<file path="config.mk">
export PLATFORM = sky130hd
export DESIGN_NAME = serial_adder_flat
export DESIGN_NICKNAME = d
export VERILOG_FILES = /design/src/rtl/serial_adder_if.sv /design/src/rtl/serial_adder.sv /design/src/flat_wrapper.sv
export SDC_FILE = /design/constraint.sdc
export NUM_CORES = 1
export LEC_CHECK = 0
export ABC_AREA = 1
export BUFFER_PORTS_ARGS = -buffer_cell sky130_fd_sc_hd__clkbuf_2
export CAP_MARGIN = 20
export CORE_ASPECT_RATIO = 0.9
export CORE_UTILIZATION = 39
export DETAILED_ROUTE_END_ITERATION = 10
export SLEW_MARGIN = 20
export SYNTH_ARGS = -nofsm -noshare
export SYNTH_HDL_FRONTEND = slang
export SYNTH_SLANG_ARGS = --single-unit
</file>
<file path="constraint.sdc">
create_clock -name sys_clk -period 2.9 [get_ports sys_clk]
set_input_delay 0.58 -clock sys_clk [delete_from_list [all_inputs] [get_ports sys_clk]]
set_output_delay 0.58 -clock sys_clk [all_outputs]
set_load 0.005 [all_outputs]
</file>
<file path="src/rtl/serial_adder_if.sv">
// Operand/result handshake bundle for serial_adder; ovf only with SERIAL_ADDER_OVF_EN.
// Latency n/a (wires only); backpressure carried by in_ready/out_ready.
interface serial_adder_if #(
  parameter int WIDTH = 8
);
  logic             in_valid;
  logic             in_ready;
  logic [WIDTH-1:0] in_a;
  logic [WIDTH-1:0] in_b;
  logic             in_cin;
  logic             out_valid;
  logic             out_ready;
  logic [WIDTH-1:0] out_sum;
  logic             out_cout;
`ifdef SERIAL_ADDER_OVF_EN
  logic             ovf;
`endif

  modport slave (
    input  in_valid, in_a, in_b, in_cin, out_ready,
`ifdef SERIAL_ADDER_OVF_EN
    output ovf,
`endif
    output in_ready, out_valid, out_sum, out_cout
  );

  modport master (
    output in_valid, in_a, in_b, in_cin, out_ready,
`ifdef SERIAL_ADDER_OVF_EN
    input  ovf,
`endif
    input  in_ready, out_valid, out_sum, out_cout
  );
endinterface

</file>
<file path="src/rtl/serial_adder.sv">
// Bit-serial LSB-first adder; optional ovf output with SERIAL_ADDER_OVF_EN.
// Latency WIDTH+1 cycles accept->out_valid; result held in DONE until out_ready.
module serial_adder #(
  parameter int WIDTH = 8
) (
  input  logic           sys_clk,
  input  logic           sys_rst_n,
  serial_adder_if.slave  bus,
  output logic           busy
);

  typedef enum logic [1:0] {
    IDLE = 2'd0,
    RUN  = 2'd1,
    DONE = 2'd2
  } state_t;

  localparam int            CW   = (WIDTH > 2) ? $clog2(WIDTH) : 1;
  localparam logic [CW-1:0] LAST = CW'(WIDTH - 1);

  // Returns {carry_out, sum} for one bit slice.
  function automatic logic [1:0] full_adder(input logic in1, input logic in2, input logic cin);
    logic s;
    logic co;
    s  = in1 ^ in2 ^ cin;
    co = (in1 & in2) | (in1 & cin) | (in2 & cin);
    return {co, s};
  endfunction

  state_t            state_q, state_d;
  logic [WIDTH-1:0]  a_q, a_d;
  logic [WIDTH-1:0]  b_q, b_d;
  logic [WIDTH-1:0]  sum_q, sum_d;
  logic              c_q, c_d;
  logic [CW-1:0]     cnt_q, cnt_d;
  logic [1:0]        fa;
`ifdef SERIAL_ADDER_OVF_EN
  logic              ovf_q, ovf_d;
`endif

  assign fa = full_adder(a_q[0], b_q[0], c_q);

  always_comb begin
    state_d = state_q;
    a_d     = a_q;
    b_d     = b_q;
    sum_d   = sum_q;
    c_d     = c_q;
    cnt_d   = cnt_q;
`ifdef SERIAL_ADDER_OVF_EN
    ovf_d   = ovf_q;
`endif
    case (state_q)
      IDLE: begin
        if (bus.in_valid) begin
          a_d     = bus.in_a;
          b_d     = bus.in_b;
          c_d     = bus.in_cin;
          sum_d   = '0;
          cnt_d   = '0;
`ifdef SERIAL_ADDER_OVF_EN
          ovf_d   = 1'b0;
`endif
          state_d = RUN;
        end
      end
      RUN: begin
        c_d   = fa[1];
        a_d   = {1'b0, a_q[WIDTH-1:1]};
        b_d   = {1'b0, b_q[WIDTH-1:1]};
        sum_d = {fa[0], sum_q[WIDTH-1:1]};
        cnt_d = cnt_q + CW'(1);
        if (cnt_q == LAST) begin
          state_d = DONE;
`ifdef SERIAL_ADDER_OVF_EN
          // c_q here is the carry into the MSB, fa[1] the carry out of it.
          ovf_d   = c_q ^ fa[1];
`endif
        end
      end
      DONE: begin
        if (bus.out_ready) begin
          state_d = IDLE;
        end
      end
      default: begin
        state_d = IDLE;
      end
    endcase
  end

  always_ff @(posedge sys_clk or negedge sys_rst_n) begin
    if (!sys_rst_n) begin
      state_q <= IDLE;
      a_q     <= '0;
      b_q     <= '0;
      sum_q   <= '0;
      c_q     <= 1'b0;
      cnt_q   <= '0;
`ifdef SERIAL_ADDER_OVF_EN
      ovf_q   <= 1'b0;
`endif
    end else begin
      state_q <= state_d;
      a_q     <= a_d;
      b_q     <= b_d;
      sum_q   <= sum_d;
      c_q     <= c_d;
      cnt_q   <= cnt_d;
`ifdef SERIAL_ADDER_OVF_EN
      ovf_q   <= ovf_d;
`endif
    end
  end

  assign bus.in_ready  = (state_q == IDLE);
  assign bus.out_valid = (state_q == DONE);
  assign busy          = (state_q != IDLE);
  assign bus.out_sum   = sum_q;
  assign bus.out_cout  = c_q;
`ifdef SERIAL_ADDER_OVF_EN
  assign bus.ovf       = ovf_q;
`endif

endmodule

</file>
<file path="src/flat_wrapper.sv">
// flat-port wrapper written by rule: the top's interface ports become plain ports
module serial_adder_flat 
#(
  parameter int WIDTH = 8
)
  (sys_clk, sys_rst_n, busy, bus_in_valid, bus_in_a, bus_in_b, bus_in_cin, bus_out_ready, bus_in_ready, bus_out_valid, bus_out_sum, bus_out_cout);
  serial_adder_if #(.WIDTH(WIDTH)) bus_i ();
  input  logic sys_clk;
  input  logic sys_rst_n;
  output logic busy;
  input wire logic [$bits(bus_i.in_valid)-1:0] bus_in_valid;
  input wire logic [$bits(bus_i.in_a)-1:0] bus_in_a;
  input wire logic [$bits(bus_i.in_b)-1:0] bus_in_b;
  input wire logic [$bits(bus_i.in_cin)-1:0] bus_in_cin;
  input wire logic [$bits(bus_i.out_ready)-1:0] bus_out_ready;
  output wire logic [$bits(bus_i.in_ready)-1:0] bus_in_ready;
  output wire logic [$bits(bus_i.out_valid)-1:0] bus_out_valid;
  output wire logic [$bits(bus_i.out_sum)-1:0] bus_out_sum;
  output wire logic [$bits(bus_i.out_cout)-1:0] bus_out_cout;
  assign bus_i.in_valid = bus_in_valid;
  assign bus_i.in_a = bus_in_a;
  assign bus_i.in_b = bus_in_b;
  assign bus_i.in_cin = bus_in_cin;
  assign bus_i.out_ready = bus_out_ready;
  assign bus_in_ready = bus_i.in_ready;
  assign bus_out_valid = bus_i.out_valid;
  assign bus_out_sum = bus_i.out_sum;
  assign bus_out_cout = bus_i.out_cout;
  serial_adder #(.WIDTH(WIDTH)) u_core (.sys_clk(sys_clk), .sys_rst_n(sys_rst_n), .bus(bus_i), .busy(busy));
endmodule
</file>
==> results.ini <==
[placed_design]
pre_cts_slack_ns=0.8994
io_buffer_count=32
gp_congestion=0.7609
hpwl_um=1977

[critical_path]
cp.buffers_inverters=1
required_ns=3.12
crit_top_cell=nand2_1
slowest_delay_ns=0.65
rr_endpoint=u_core.b_q[0]$_DFFE_PN0P_
worst_path_max_delay_cell=nand2_1
reg2reg_depth=5
start_kind=flip-flop
critical_path_arrival_ns=2.16
r2r_start=u_core.state_q[1]$_DFFE_PN0P_
cp_top_family=simple AND/OR/NAND/NOR gates
worstSetupPathType=reg2reg
reg2reg_slack_ns=0.96
path_max_fanout=30
path_cells=inv_2, nand2_1, nand2_4, nand3_1, nand2_1
end_kind=flip-flop

[yosys]
netlist_top_cells_count=54 x nand3_1, 48 x nand2_1, 30 x dfrtp_1
syn_inst=181
avgSynthCellArea_sq_um=8.164
synth_flop_cell=dfrtp_1
netlist_area_sq_um=1478
synth_nets=205
yosys.area.top_type=dfrtp_1
synth-async-reset-ratio=1.000
synthTopCellsByArea=dfrtp_1 51%, nand3_1 18%, nand2_1 12%, inv_1 5.1%, ha_1 1.7%
yosys.cell_types.count=19
ys_ff_latch=30
synth-edff-count=0
yosysMostFrequentCell=nand3_1
yosysSeqAreaShare=0.5080
synth.top_cell.area_share=0.5080
ys_warn_count=0

[floorplanning]
die_w_um=66.89
io_pins=33
rows=20
start_util=0.4218
coreArea_sq_um=3503
dieArea_sq_um=4040
die_y_um=60.40

[detailed_routing]
wl_per_cell_um=12.17
antenna_left=0
first_iter_violations=70
routed_wl_um=3115
route.detailed.drc=0
vias=1278
via_per_inst=4.992
first_pass_iters=4

[clocking]
clk_pin_slew_ns=0.07
cts_max_level=2
clkSinkCount=30
cts_buffers=5
cts_setup_buffers=0
cts_hold_buf=0
clk_latency_ns=0.29
post_cts_resized=0
clockBufferDepth=2
cts_tree=done
cts-root-buf=clkbuf_8

[status]
status=finished, final reports clean

[timing]
period_needed_ns=1.942
hold_viol_final=0
slew_headroom=0.3197
setup_ws_ns=0.9577
fmax_mhz=514.9
tns_ns=0
fin_crit_sh=0.6698
drv_slew=0
tightest_slew_ns=1.018
clock_skew_ns=0.006467
setup_viol=0
rsz0062_at_grt=no

[worst_hold_path]
holdCritPathClass=in2async

[cells_and_area]
area_growth_pct=18.37
nets=235
antenna_cells=0
drive_gt1_frac=0.2170

[global_route]
grt_pass1_wl_um=5202
antenna_found_initial=0
track_usage=0.1797
grt_max_degree=31
grt-ovfl-total=0
grt_pass1_vias=1123

[flow_run]
drv_cap=0

[power]
ir_worst_vdd_mv=0.4484
power.density_nw_per_um2=1062
leakage_nw=0.9923

==> metal layers <==
layer | vias to the layer above | GRT usage | share of wire
met5 | - | 0 | 0
met2 | 33 | 0.2554 | 0.44
met4 | 0 | 0.07295 | 0.011
li1 | 646 | - | -
met3 | 5 | 0.06767 | 0.053
met1 | 594 | 0.2473 | 0.49
==> state kept, by name, indices dropped and copies added, names as in the netlist <==
name	cells
u_core.cnt_q	3
u_core.state_q	2
u_core.b_q	8
u_core.bus.out_sum	8
u_core.bus.out_cout	1
u_core.a_q	8
==> report_power, final <==
part | internal (mW) | switching (mW) | total, mW | leakage, nW
clock | 0.240 | 0.163 | 0.402 | 0.0575
combinational | 0.278 | 0.432 | 0.710 | 0.555
sequential | 0.606 | 0.140 | 0.746 | 0.380
total | 1.12 | 0.734 | 1.86 | 0.992
==> worst max-delay path by stage <==
stage	from	to	depth (start not counted)
2_1_floorplan	u_core.state_q[1]$_DFFE_PN0P_	bus_out_valid	3
3_3_place_gp	bus_in_valid	u_core.bus.out_cout$_DFFE_PN0P_	5
3_5_place_dp	bus_in_valid	u_core.a_q[0]$_DFFE_PN0P_	5
4_1_cts	u_core.state_q[1]$_DFFE_PN0P_	u_core.b_q[0]$_DFFE_PN0P_	5
5_1_grt	u_core.state_q[1]$_DFFE_PN0P_	u_core.b_q[7]$_DFFE_PN0P_	5
6_report	u_core.state_q[1]$_DFFE_PN0P_	u_core.b_q[0]$_DFFE_PN0P_	5
==> placed cells by master, fill, tap and decap left out <==
master / instances
nor2_1: 5
fa_1: 1
clkbuf_8: 8
ha_1: 2
inv_1: 20
a21oi_2: 1
inv_2: 2
clkbuf_2: 32
nand4_1: 3
o21ai_1: 1
dfrtp_1: 30
o22ai_1: 1
o31ai_1: 1
nand3_1: 54
buf_4: 1
nand2_1: 48
nand2_4: 1
nor2_4: 1
==> worst register-to-register path: cells and delay by family, from the launching register on <==
family / cells / cell delay, ns
buf+inv: 1 / 0.23
simple gates: 4 / 1.21
flops: 1 / 0.44
==> through the flow <==
stage | power [mW] | hold slack (ns) | instances | utilization | area [sq um]
after global routing | 2.024 | 0.4200 | 256 | 0.4993 | 1749
final | 1.858 | 0.3538 | 256 | 0.4993 | 1749
after CTS | 1.877 | 0.3734 | 256 | 0.4993 | 1749
after detailed placement | 1.469 | 0.4838 | 248 | 0.4679 | 1639
after global placement | 1.448 | 0.4850 | 248 | 0.4679 | 1639
after floorplan | 1.278 | 0.2844 | 181 | - | 1478
==> kinds of logic after synthesis <==
kind of cell,share of synthesized area
fa+ha+maj,0.03048
simple gates,0.3455
flops,0.5080
compound gates,0.01863
buf+inv,0.09738
==> final cells by class <==
type	count	area, sq um
sequential	30	750.7
timing repair buffer	33	167.7
clock buffer	8	110.1
inverter	22	82.58
fill	369	1754
multi-input combinational	119	583.1
tap	44	55.05
(Power assumes the default switching activity.)
